`config.mk`:
```
export PLATFORM = sky130hd
export DESIGN_NAME = uart_tx_arbiter
export DESIGN_NICKNAME = d
export VERILOG_FILES = /design/src/rtl/uart_tx_arbiter.sv
export SDC_FILE = /design/constraint.sdc
export NUM_CORES = 1
export LEC_CHECK = 0
export CORE_UTILIZATION = 30
export CTS_BUF_LIST = sky130_fd_sc_hd__clkbuf_4 sky130_fd_sc_hd__clkbuf_8 sky130_fd_sc_hd__clkbuf_16
export DETAILED_ROUTE_END_ITERATION = 12
export SKIP_CTS_REPAIR_TIMING = 1
export SLEW_MARGIN = 20
export SYNTH_ARGS = -nofsm -noshare
export SYNTH_HDL_FRONTEND = slang
export SYNTH_SLANG_ARGS = --single-unit
```
`constraint.sdc`:
```
create_clock -name sys_clk -period 1.7 [get_ports sys_clk]
set_input_delay 0.34 -clock sys_clk [delete_from_list [all_inputs] [get_ports sys_clk]]
set_output_delay 0.34 -clock sys_clk [all_outputs]
set_load 0.02 [all_outputs]
```
`src/rtl/uart_tx_arbiter.sv`:
```
// uart_tx_arbiter: round-robin N_REQ-to-1 byte arbiter for a UART transmitter (req_valid/req_data/req_ready in, tx_send_go/tx_data/tx_time_set/tx_done out, busy/grant_id/timeout_err status)
module uart_tx_arbiter #(
  parameter int N_REQ = 4,
  parameter int GAP_CYC = 0,
  parameter int TIMEOUT_CYC = 200000
) (
  input  logic                     sys_clk,
  input  logic                     rst,
  input  logic [2:0]               cfg_baud,
  input  logic [N_REQ-1:0]         req_valid,
  input  logic [8*N_REQ-1:0]       req_data,
  output logic [N_REQ-1:0]         req_ready,
  output logic                     tx_send_go,
  output logic [7:0]               tx_data,
  output logic [2:0]               tx_time_set,
  input  logic                     tx_done,
  output logic                     busy,
  output logic [$clog2(N_REQ)-1:0] grant_id,
  output logic                     timeout_err
);
  localparam int GW = $clog2(N_REQ);
  localparam int CW = $clog2(TIMEOUT_CYC + GAP_CYC + 1);
  localparam logic [1:0] IDLE = 2'd0, LAUNCH = 2'd1, WAIT = 2'd2, GAP = 2'd3;
  logic [1:0] state;
  logic [CW-1:0] cnt;
  logic [GW-1:0] sel, cand;
  logic found;
  always_comb begin
    sel = '0;
    cand = '0;
    found = 1'b0;
    for (int k = N_REQ; k >= 1; k--) begin
      cand = GW'((int'(grant_id) + k) % N_REQ);
      if (req_valid[cand]) begin
        sel = cand;
        found = 1'b1;
      end
    end
  end
  assign busy = state != IDLE;
  assign tx_send_go = state == LAUNCH;
  assign req_ready = (!rst && state == IDLE && found) ? N_REQ'(1) << sel : '0;
  always_ff @(posedge sys_clk or posedge rst) begin
    if (rst) begin
      state <= IDLE;
      cnt <= '0;
      tx_data <= 8'h00;
      tx_time_set <= 3'd2;
      grant_id <= GW'(N_REQ - 1);
      timeout_err <= 1'b0;
    end else begin
      timeout_err <= 1'b0;
      case (state)
        IDLE: begin
          tx_time_set <= cfg_baud;
          cnt <= '0;
          if (found) begin
            tx_data <= req_data[8*sel +: 8];
            grant_id <= sel;
            state <= LAUNCH;
          end
        end
        LAUNCH: begin
          cnt <= '0;
          state <= WAIT;
        end
        WAIT: begin
          if (tx_done) begin
            cnt <= '0;
            state <= (GAP_CYC > 0) ? GAP : IDLE;
          end else if (cnt == CW'(TIMEOUT_CYC - 1)) begin
            timeout_err <= 1'b1;
            cnt <= '0;
            state <= IDLE;
          end else begin
            cnt <= cnt + 1'b1;
          end
        end
        default: begin
          if (cnt == CW'(GAP_CYC - 1)) begin
            cnt <= '0;
            state <= IDLE;
          end else begin
            cnt <= cnt + 1'b1;
          end
        end
      endcase
    end
  end
endmodule

```
# [Word-level counts from Yosys, hierarchy flattened]
# Cells that the tools add are included.
[op_classes] addsub=5 n_lt_le_gt_ge=4 n_eq_ne=6 shift=2 muxes=29 n_reduce_logical=9
[op_table] cell="$mux W18" n=3
[op_table] cell="$eq A18 B18 Y1 const B" n=2
[op_table] cell="$pmux W18 S2" n=1
[op_table] cell="$shiftx A32 B6 Y8" n=1
[op_table] cell="$add A18 B1 Y18 const B" n=1
[op_table] cell="$mux W2" n=8
[op_table] cell="$lt A2 B3 Y1 const B" n=4
[op_table] cell="$mux W1" n=11
[op_table] cell="$bmux W1 S2" n=4
[op_table] cell="$pmux W2 S3" n=1
[op_table] cell="$add A2 B1 Y2 const B" n=2
[op_table] cell="$add A2 B2 Y2 const B" n=2
[op_table] cell="$mux W4" n=1
[op_table] cell="$reduce_bool A4 Y1" n=1
[op_table] cell="$shl A1 B2 Y4 const A" n=1
[op_table] cell="$ne A3 B3 Y1 const B" n=1
[op_table] cell="$reduce_and A3 Y1" n=1
[op_table] cell="$eq A2 B1 Y1 const B" n=1
[op_table] cell="$eq A2 B2 Y1 const B" n=1
[op_table] cell="$logic_and A1 B1 Y1" n=2
[op_table] cell="$logic_not A2 Y1" n=1
[op_table] cell="$ne A2 B2 Y1 const B" n=1
[op_table] cell="$reduce_and A2 Y1" n=1
[op_table] cell="$reduce_bool A2 Y1" n=1
[op_table] cell="2 further kinds" n=2
[totals] register_bits=34 out_inout_bits=20 elab_cells=61

# [Logic depth before layout (Yosys ltp)]
# Gate-level depths: netlist of the first run.
[logic_depth] ltp_word=9 mapped_depth=7 ltp_nobuf=6

# [Worst setup path before layout of the first run]
# Ideal clock, no wire load.
[synth_timing] path_type="register to output" startpoint="reg grant_id[1]" endpoint="out req_ready[0]" arrival_ns=1.807 path_slack_ns=-0.447 stages_incl_launch_ff=6 path_cell_list="dfstp_2 inv_1 o311a_1 nand2b_1 buf_2 nor3_1"
[synth_via] elab_chain_cells=9
[synth_lines] element="from (decl)" line="18" rtl="output logic [$clog2(N_REQ)-1:0] grant_id,"
[synth_lines] element="from (signal assigned)" line="49" rtl="grant_id <= GW'(N_REQ - 1);"
[synth_lines] element="from (signal assigned)" line="59" rtl="grant_id <= sel;"
[synth_lines] element="$add A2 B1 Y2" line="33" rtl="cand = GW'((int'(grant_id) + k) % N_REQ);"
[synth_lines] element="$bmux W1 S2" line="34" rtl="if (req_valid[cand]) begin"
[synth_lines] element="$mux W1 (not written as such)" line="34"
[synth_lines] element="$mux W2 / $mux W1 (equally long branches) (4 in a row)" line="34"
[synth_lines] element="$shl A1 B2 Y4 / $logic_and A1 B1 Y1 (equally long branches)" line="42" rtl="assign req_ready = (!rst && state == IDLE && found) ? N_REQ'(1) << sel : '0;"
[synth_lines] element="$mux W4 *" line="42"
[synth_lines] element="to (decl)" line="12" rtl="output logic [N_REQ-1:0] req_ready,"
# Mark *: on every way between the ends. The rest lies on a longest branch, timed or not. The select of a mux whose other input is x is not followed.

# [Worst setup path in the final report of the first run]
# Same ends and word-level chain as after synthesis.

==> results of run 1 <==
cell usage after synthesis (all sizes together):
| library cell | number | share of area, % |
|---|---|---|
| a31oi | 2 | 1.5 |
| and4 | 8 | 3.7 |
| dfstp | 3 | 4.2 |
| nor4 | 3 | 1.0 |
| nand2b | 1 | 0.33 |
| nor2b | 6 | 2.0 |
| and3 | 3 | 1.1 |
| dfrtp | 31 | 41 |
| or3b | 1 | 0.47 |
| nand4 | 3 | 1.3 |
| nand3 | 9 | 2.7 |
| xnor2 | 9 | 4.2 |
| inv | 6 | 1.2 |
| xor2 | 7 | 3.3 |
| a211oi | 16 | 6.4 |
| o31a | 1 | 0.47 |
| ha | 1 | 0.67 |
| mux2 | 3 | 1.8 |
| nand2 | 10 | 2.0 |
| a21oi | 2 | 0.53 |
| or2 | 1 | 0.33 |
| o311a | 1 | 0.53 |
| nor3 | 6 | 2.2 |
| a21o | 1 | 0.40 |
| o21ai | 4 | 1.9 |
| mux2i | 8 | 4.3 |
| and4b | 1 | 0.53 |
| nor2 | 38 | 7.6 |
| a31o | 1 | 0.47 |
| buf | 4 | 1.7 |
critical path: stages, from the launching register on:
cell and delay [ns]:
dfstp_2 0.57, inv_2 0.05, o311a_1 0.34, nand2b_4 0.18, nor3_4 0.18, buf_6 0.13
state kept, by name (all words and copies together) (netlist names):
| register | flops |
|---|---|
| tx_time_set | 3 |
| state | 2 |
| tx_data | 8 |
| grant_id | 2 |
| timeout_err | 1 |
| cnt | 18 |
stage by stage:
step / worst slack, ns / cell area (um^2) / std cells / setup TNS (ns) / total power [mW]
floorplan: -0.191 / 1950 / 190 / -0.684 / 2.38
global placement: -0.940 / 2840 / 346 / -8.80 / 3.29
detailed placement: -0.968 / 2840 / 346 / -9.34 / 3.33
CTS: -0.972 / 2930 / 354 / -7.01 / 3.99
global route: -0.453 / 3060 / 357 / -2.88 / 4.32
finish: -0.389 / 3060 / 357 / -1.92 / 4.06
layout make-up:
type                    count  area [um^2]
fillers                   563         2940
multi-input cells         146         1100
repair buffers             88          885
flip-flops and latches     34          856
well taps                  75         93.8
clock buffers               7         90.1
inverters                   6         22.5
clock inverters             1         5.00
metal layers:
layer	track usage, %	vias to the layer above	share of wire (%)
li1	-	860	-
met1	21.8	827	46
met2	24.6	32	50
met3	3.71	6	3.0
met4	5.36	0	1.4
met5	0	-	0
path summary, 6_finish.rpt:
check / startpoint / end / slack [ns]
max: grant_id[1]$_DFFE_PP1P_ / req_ready[0] / -0.39
min: cnt[0]$_DFF_PP0_ / cnt[0]$_DFF_PP0_ / 0.47
max reg2reg: grant_id[1]$_DFFE_PP1P_ / tx_data[4]$_DFFE_PP0P_ / -0.08
min reg2reg: cnt[0]$_DFF_PP0_ / cnt[0]$_DFF_PP0_ / 0.47
max in group asynchronous: rst / grant_id[1]$_DFFE_PP1P_ / 0.87
min in group asynchronous: rst / tx_time_set[0]$_DFFE_PP0P_ / 0.56
cell usage in the layout, fill, tap and decap left out, types with 2 or more instances in the layout:
master | netlist | final
buf_4 | 0 | 24
nand4_1 | 2 | 2
clkdlybuf4s50_1 | 0 | 49
nand2_1 | 10 | 9
xor2_1 | 7 | 7
nor3_4 | 1 | 5
dlymetal6s2s_1 | 0 | 8
nor4_1 | 3 | 2
nand3_1 | 8 | 7
buf_6 | 2 | 3
clkbuf_8 | 0 | 6
nor2_1 | 38 | 35
a211oi_1 | 16 | 12
xnor2_1 | 9 | 9
a211oi_2 | 0 | 4
nor2b_1 | 6 | 4
mux2_2 | 3 | 3
a21oi_1 | 2 | 2
inv_2 | 1 | 2
nor2_2 | 0 | 3
dfrtp_1 | 31 | 30
dfstp_2 | 3 | 3
and3_1 | 2 | 2
mux2i_1 | 8 | 6
buf_12 | 0 | 4
nor2b_2 | 0 | 2
and4_1 | 8 | 8
inv_1 | 5 | 4
power groups by stage:
stage          Clock (mW)  Sequential, mW  Combinational, mW
3_5_place_dp            0            1.20               2.14
3_3_place_gp            0            1.18               2.11
4_1_cts             0.669            1.18               2.14
5_1_grt             0.719            1.21               2.40
6_report            0.647            1.18               2.23
2_1_floorplan           0            1.40              0.977
cells by family after synthesis:
family	Yosys count	synth area share (%)
buf+inv	10	2.93
flops	34	45.5
mux	11	6.06
compound gates	28	12.1
simple gates	90	25.3
xor+xnor	16	7.46
fa+ha+maj	1	0.666
==> results by group, run 1 <==
Power
  – Register share of total power: 29.1%
  – Sw frac: 38.0%
  – Internal: 2.52 mW
  – Clock network fraction of design power: 15.9%
  – Psw: 1.54 mW
  – Static leakage: 1.31 nW
  – Max IR drop VDD: 0.757 mV
  – Pwr per Cell Area: 1330 nW/um^2
  – Comb power frac: 55.0%

Placement
  – DP HPWL: 3760 um
  – PortBufs: 61
  – Routability cong.: 0.785

CTS
  – CTS max path bufs: 2
  – H-Tree Level Count: 2
  – Root Buffer: clkbuf_8
  – Skew-Pair Late Insertion Delay: 0.30 ns
  – TritonCTS Buffers: 5
  – Clock sinks: 34
  – CTS tree: done
  – Clock slew at reported path FFs: 0.07 ns

Detailed routing
  – 1st-pass router iterations: 4
  – WL/cell: 14.0 um
  – Post-route DRC violation count: 0
  – Post-Route WL: 5010 um
  – Via density: 4.83
  – ANT nets after route: 0
  – Via count: 1725
  – 1st-iter DRT viols: 72

Die
  – Die Area: 6580 um^2
  – Die height: 81.1 um
  – Ports: 62
  – Site row count: 28
  – Starting Density: 31.3%
  – Core box area: 5990 um^2
  – Die Wd: 81.1 um

STA
  – Post-Route Skew: 0.00780 ns
  – Slew @ Worst Pin: 0.354 ns
  – Final Hold Violating Endpoints: 0
  – Tcrit/Tclk final: 123%
  – Unrepaired setup endpoints after global routing: true
  – Pins over their slew limit: 0
  – Post-route setup slack: -0.389 ns
  – Final setup violation count: 13
  – Fmax: 479 MHz
  – Final period demand of the worst path: 2.09 ns
  – Max-slew headroom: 76.2%
  – Final hold slack: 0.472 ns

Cells and area
  – # diodes: 0
  – Nets: 324
  – Layout area overhead: 62.7%
  – Share of layout cells above drive strength 1: 27.3%
  – Final core occ: 51.0%

Logic synthesis
  – Synth Register Bits: 34
  – Mapped Area: 1880 um^2
  – Synth warn: 0
  – Sequential share of the synthesized area: 45.5%
  – Library cells used by synthesis: 40
  – Synth Instances: 190
  – Mean Syn Cell Area: 9.88 um^2
  – Synthesized Nets: 233

Critical path
  – Startpoint types: flop
  – Crit path required time: 1.36 ns
  – Crit path kind: flop to primary output
  – Reg2Reg Depth: 6
  – Critical Path End Type: primary output
  – Arrival time of the worst setup path: 1.75 ns
  – Worst-path maximum fanout: 4

Min path
  – Hold Crit Class: flop to flop
  – Hold Crit Depth: 1

Global routing
  – Largest net degree at the start of global routing: 35
  – Grt total ovfl: 0
  – Vias in the first global route: 1592
  – First-pass GRT wire length: 7800 um
  – All-Layer GR Usage: 15.9%
  – Initial antenna violation count: 0

Status
  – Outcome: complete, but fails checks
  – Violated checks: setup timing

Run
  – Max Cap Viol: 0
(Power assumes the default switching activity.)
==> run 2, diff against run 1 <==
Settings changed: CORE_MARGIN set to 5.
==> results by group, run 2 (synthesized netlist as in run 1, its figures left out) <==
CTS
  – TritonCTS Buffers: 5 (unchanged)
  – Clock slew at reported path FFs: 0.07 ns (about the same)
  – Root Buffer: clkbuf_8 (unchanged)
  – Skew-Pair Late Insertion Delay: 0.29 ns (was 0.30 ns)
  – Clock sinks: 34 (unchanged)
  – CTS max path bufs: 2 (unchanged)
  – H-Tree Level Count: 2 (unchanged)
  – CTS tree: done (unchanged)

Detailed routing
  – 1st-pass router iterations: 4 (unchanged)
  – Post-route DRC violation count: 0 (unchanged)
  – Via density: 4.72 (was 4.83)
  – ANT nets after route: 0 (unchanged)
  – Post-Route WL: 5050 um (was 5010 um)
  – WL/cell: 13.9 um (was 14.0 um)
  – Via count: 1717 (was 1725)
  – 1st-iter DRT viols: 43 (was 72)

STA
  – Pins over their slew limit: 0 (unchanged)
  – Post-Route Skew: 0.00439 ns (was 0.00780 ns)
  – Final Hold Violating Endpoints: 0 (unchanged)
  – Max-slew headroom: 76.0% (was 76.2%)
  – Unrepaired setup endpoints after global routing: true (unchanged)
  – Final setup violation count: 12 (was 13)
  – Final period demand of the worst path: 2.02 ns (was 2.09 ns)
  – Tcrit/Tclk final: 119% (was 123%)
  – Final hold slack: 0.463 ns (was 0.472 ns)
  – Post-route setup slack: -0.323 ns (was -0.389 ns)
  – Slew @ Worst Pin: 0.359 ns (was 0.354 ns)
  – Total negative setup slack: -2.11 ns (was -1.92 ns)
  – Fmax: 494 MHz (was 479 MHz)

Cells and area
  – Top Registers: cnt (18), tx_data (8), tx_time_set (3) (unchanged)
  – Most frequent cells in the layout: clkdlybuf4s50_1, nor2_1, dfrtp_1, buf_4 (was clkdlybuf4s50_1, nor2_1, dfrtp_1)
  – Layout Cells excl Fill: 364 (was 357)
  – Nets: 331 (was 324)
  – Final core occ: 51.4% (was 51.0%)
  – Layout area overhead: 63.9% (was 62.7%)
  – Filler instances: 566 (was 563)
  – Leading cell type in the layout, fill and taps excluded: clkdlybuf4s50_1 (unchanged)
  – # diodes: 0 (unchanged)
  – Biggest register: cnt (unchanged)
  – Share of layout cells above drive strength 1: 29.1% (was 27.3%)
  – Fin area: 3080 um^2 (was 3060 um^2)
  – Max FFs per register: 18 (unchanged)

Status
  – Outcome: complete, but fails checks (unchanged)
  – Violated checks: setup timing (unchanged)

Die
  – Core box area: 5990 um^2 (unchanged)
  – Die Wd: 89.1 um (was 81.1 um)
  – Die height: 89.1 um (was 81.1 um)
  – Die Area: 7940 um^2 (was 6580 um^2)
  – Site row count: 28 (unchanged)
  – Starting Density: 31.3% (unchanged)
  – Ports: 62 (unchanged)

Global routing
  – All-Layer GR Usage: 13.0% (was 15.9%)
  – GR peak layer: met2 (unchanged)
  – GR Util met2: 21.1% (was 24.6%)
  – Initial antenna violation count: 0 (unchanged)
  – Largest net degree at the start of global routing: 35 (unchanged)
  – Met1 usage: 15.9% (was 21.8%)
  – Met3 usage: 4.61% (was 3.71%)
  – Grt total ovfl: 0 (unchanged)
  – Vias in the first global route: 1711 (was 1592)
  – First-pass GRT wire length: 7910 um (was 7800 um)

Critical path
  – Crit path kind: flop to primary output (unchanged)
  – Critical Path End Type: primary output (unchanged)
  – Worst-path maximum fanout: 5 (was 4)
  – Crit path required time: 1.36 ns (about the same)
  – Reg2Reg Depth: 6 (unchanged)
  – Startpoint types: flop (unchanged)
  – Arrival time of the worst setup path: 1.68 ns (was 1.75 ns)

Min path
  – Hold Crit Depth: 1 (unchanged)
  – Hold Crit Class: flop to flop (unchanged)

Placement
  – Dpl cells: 354 (was 346)
  – DP HPWL: 3910 um (was 3760 um)
  – PortBufs: 61 (unchanged)
  – DP Area: 2890 um^2 (was 2840 um^2)
  – Routability cong.: 0.747 (was 0.785)
  – Setup Slack @ Placement: -0.987 ns (was -0.968 ns)

Power
  – Pwr per Cell Area: 1290 nW/um^2 (was 1330 nW/um^2)
  – Tot Pwr: 3.98 mW (was 4.06 mW)
  – Max IR drop VDD: 0.750 mV (was 0.757 mV)
  – Static leakage: 1.37 nW (was 1.31 nW)

Run
  – Max Cap Viol: 0 (unchanged)
## run 2: cell count changes in the layout (fill, tap and decap cells not counted), moves of 2 or more
cell / change
buf_4: +7
a211oi_1: -4
a211oi_2: +4
buf_12: -2
clkbuf_2: +2
mux2i_1: +2
## run 2: final timing paths
path / slack, ns / to / from
worst min-delay path: 0.46 / cnt[0]$_DFF_PP0_ / cnt[0]$_DFF_PP0_
max in group asynchronous: 0.88 / grant_id[1]$_DFFE_PP1P_ / rst
min in group asynchronous: 0.58 / tx_data[5]$_DFFE_PP0P_ / rst
worst max-delay path: -0.32 / req_ready[1] / grant_id[0]$_DFFE_PP1P_
worst min register to register: 0.46 / cnt[0]$_DFF_PP0_ / cnt[0]$_DFF_PP0_
worst max register to register: -0.14 / tx_data[4]$_DFFE_PP0P_ / grant_id[0]$_DFFE_PP1P_
## run 2: final cells by class
class | count | area (um^2) | share of cell area (%)
timing repair buffer | 95 | 910 | 29.6
multi-input combinational | 146 | 1100 | 35.8
tap | 75 | 93.8 | 3.05
sequential | 34 | 855 | 27.8
clock buffer | 7 | 90.1 | 2.93
clock inverter | 1 | 5.00 | 0.163
inverter | 6 | 22.5 | 0.732
## run 2: where the power goes
| group | total, mW | switching, mW | internal [mW] |
|---|---|---|---|
| registers | 1.17 | 0.123 | 1.05 |
| logic | 2.18 | 1.12 | 1.07 |
| clock network | 0.631 | 0.289 | 0.342 |
| total | 3.98 | 1.53 | 2.46 |
## run 2: critical path, cell delays in order, from the launching register on
cell	delay, ns
dfstp_2	0.58
nor2b_2	0.06
o311a_1	0.31
nand2b_4	0.18
nor3_4	0.12
buf_6	0.14
## run 2: per-layer routing
layer / share of wire [%] / wire [um]
met5: 0 / 0
met3: 5.7 / 290
met4: 1.3 / 68
met2: 50 / 2510
met1: 43 / 2180
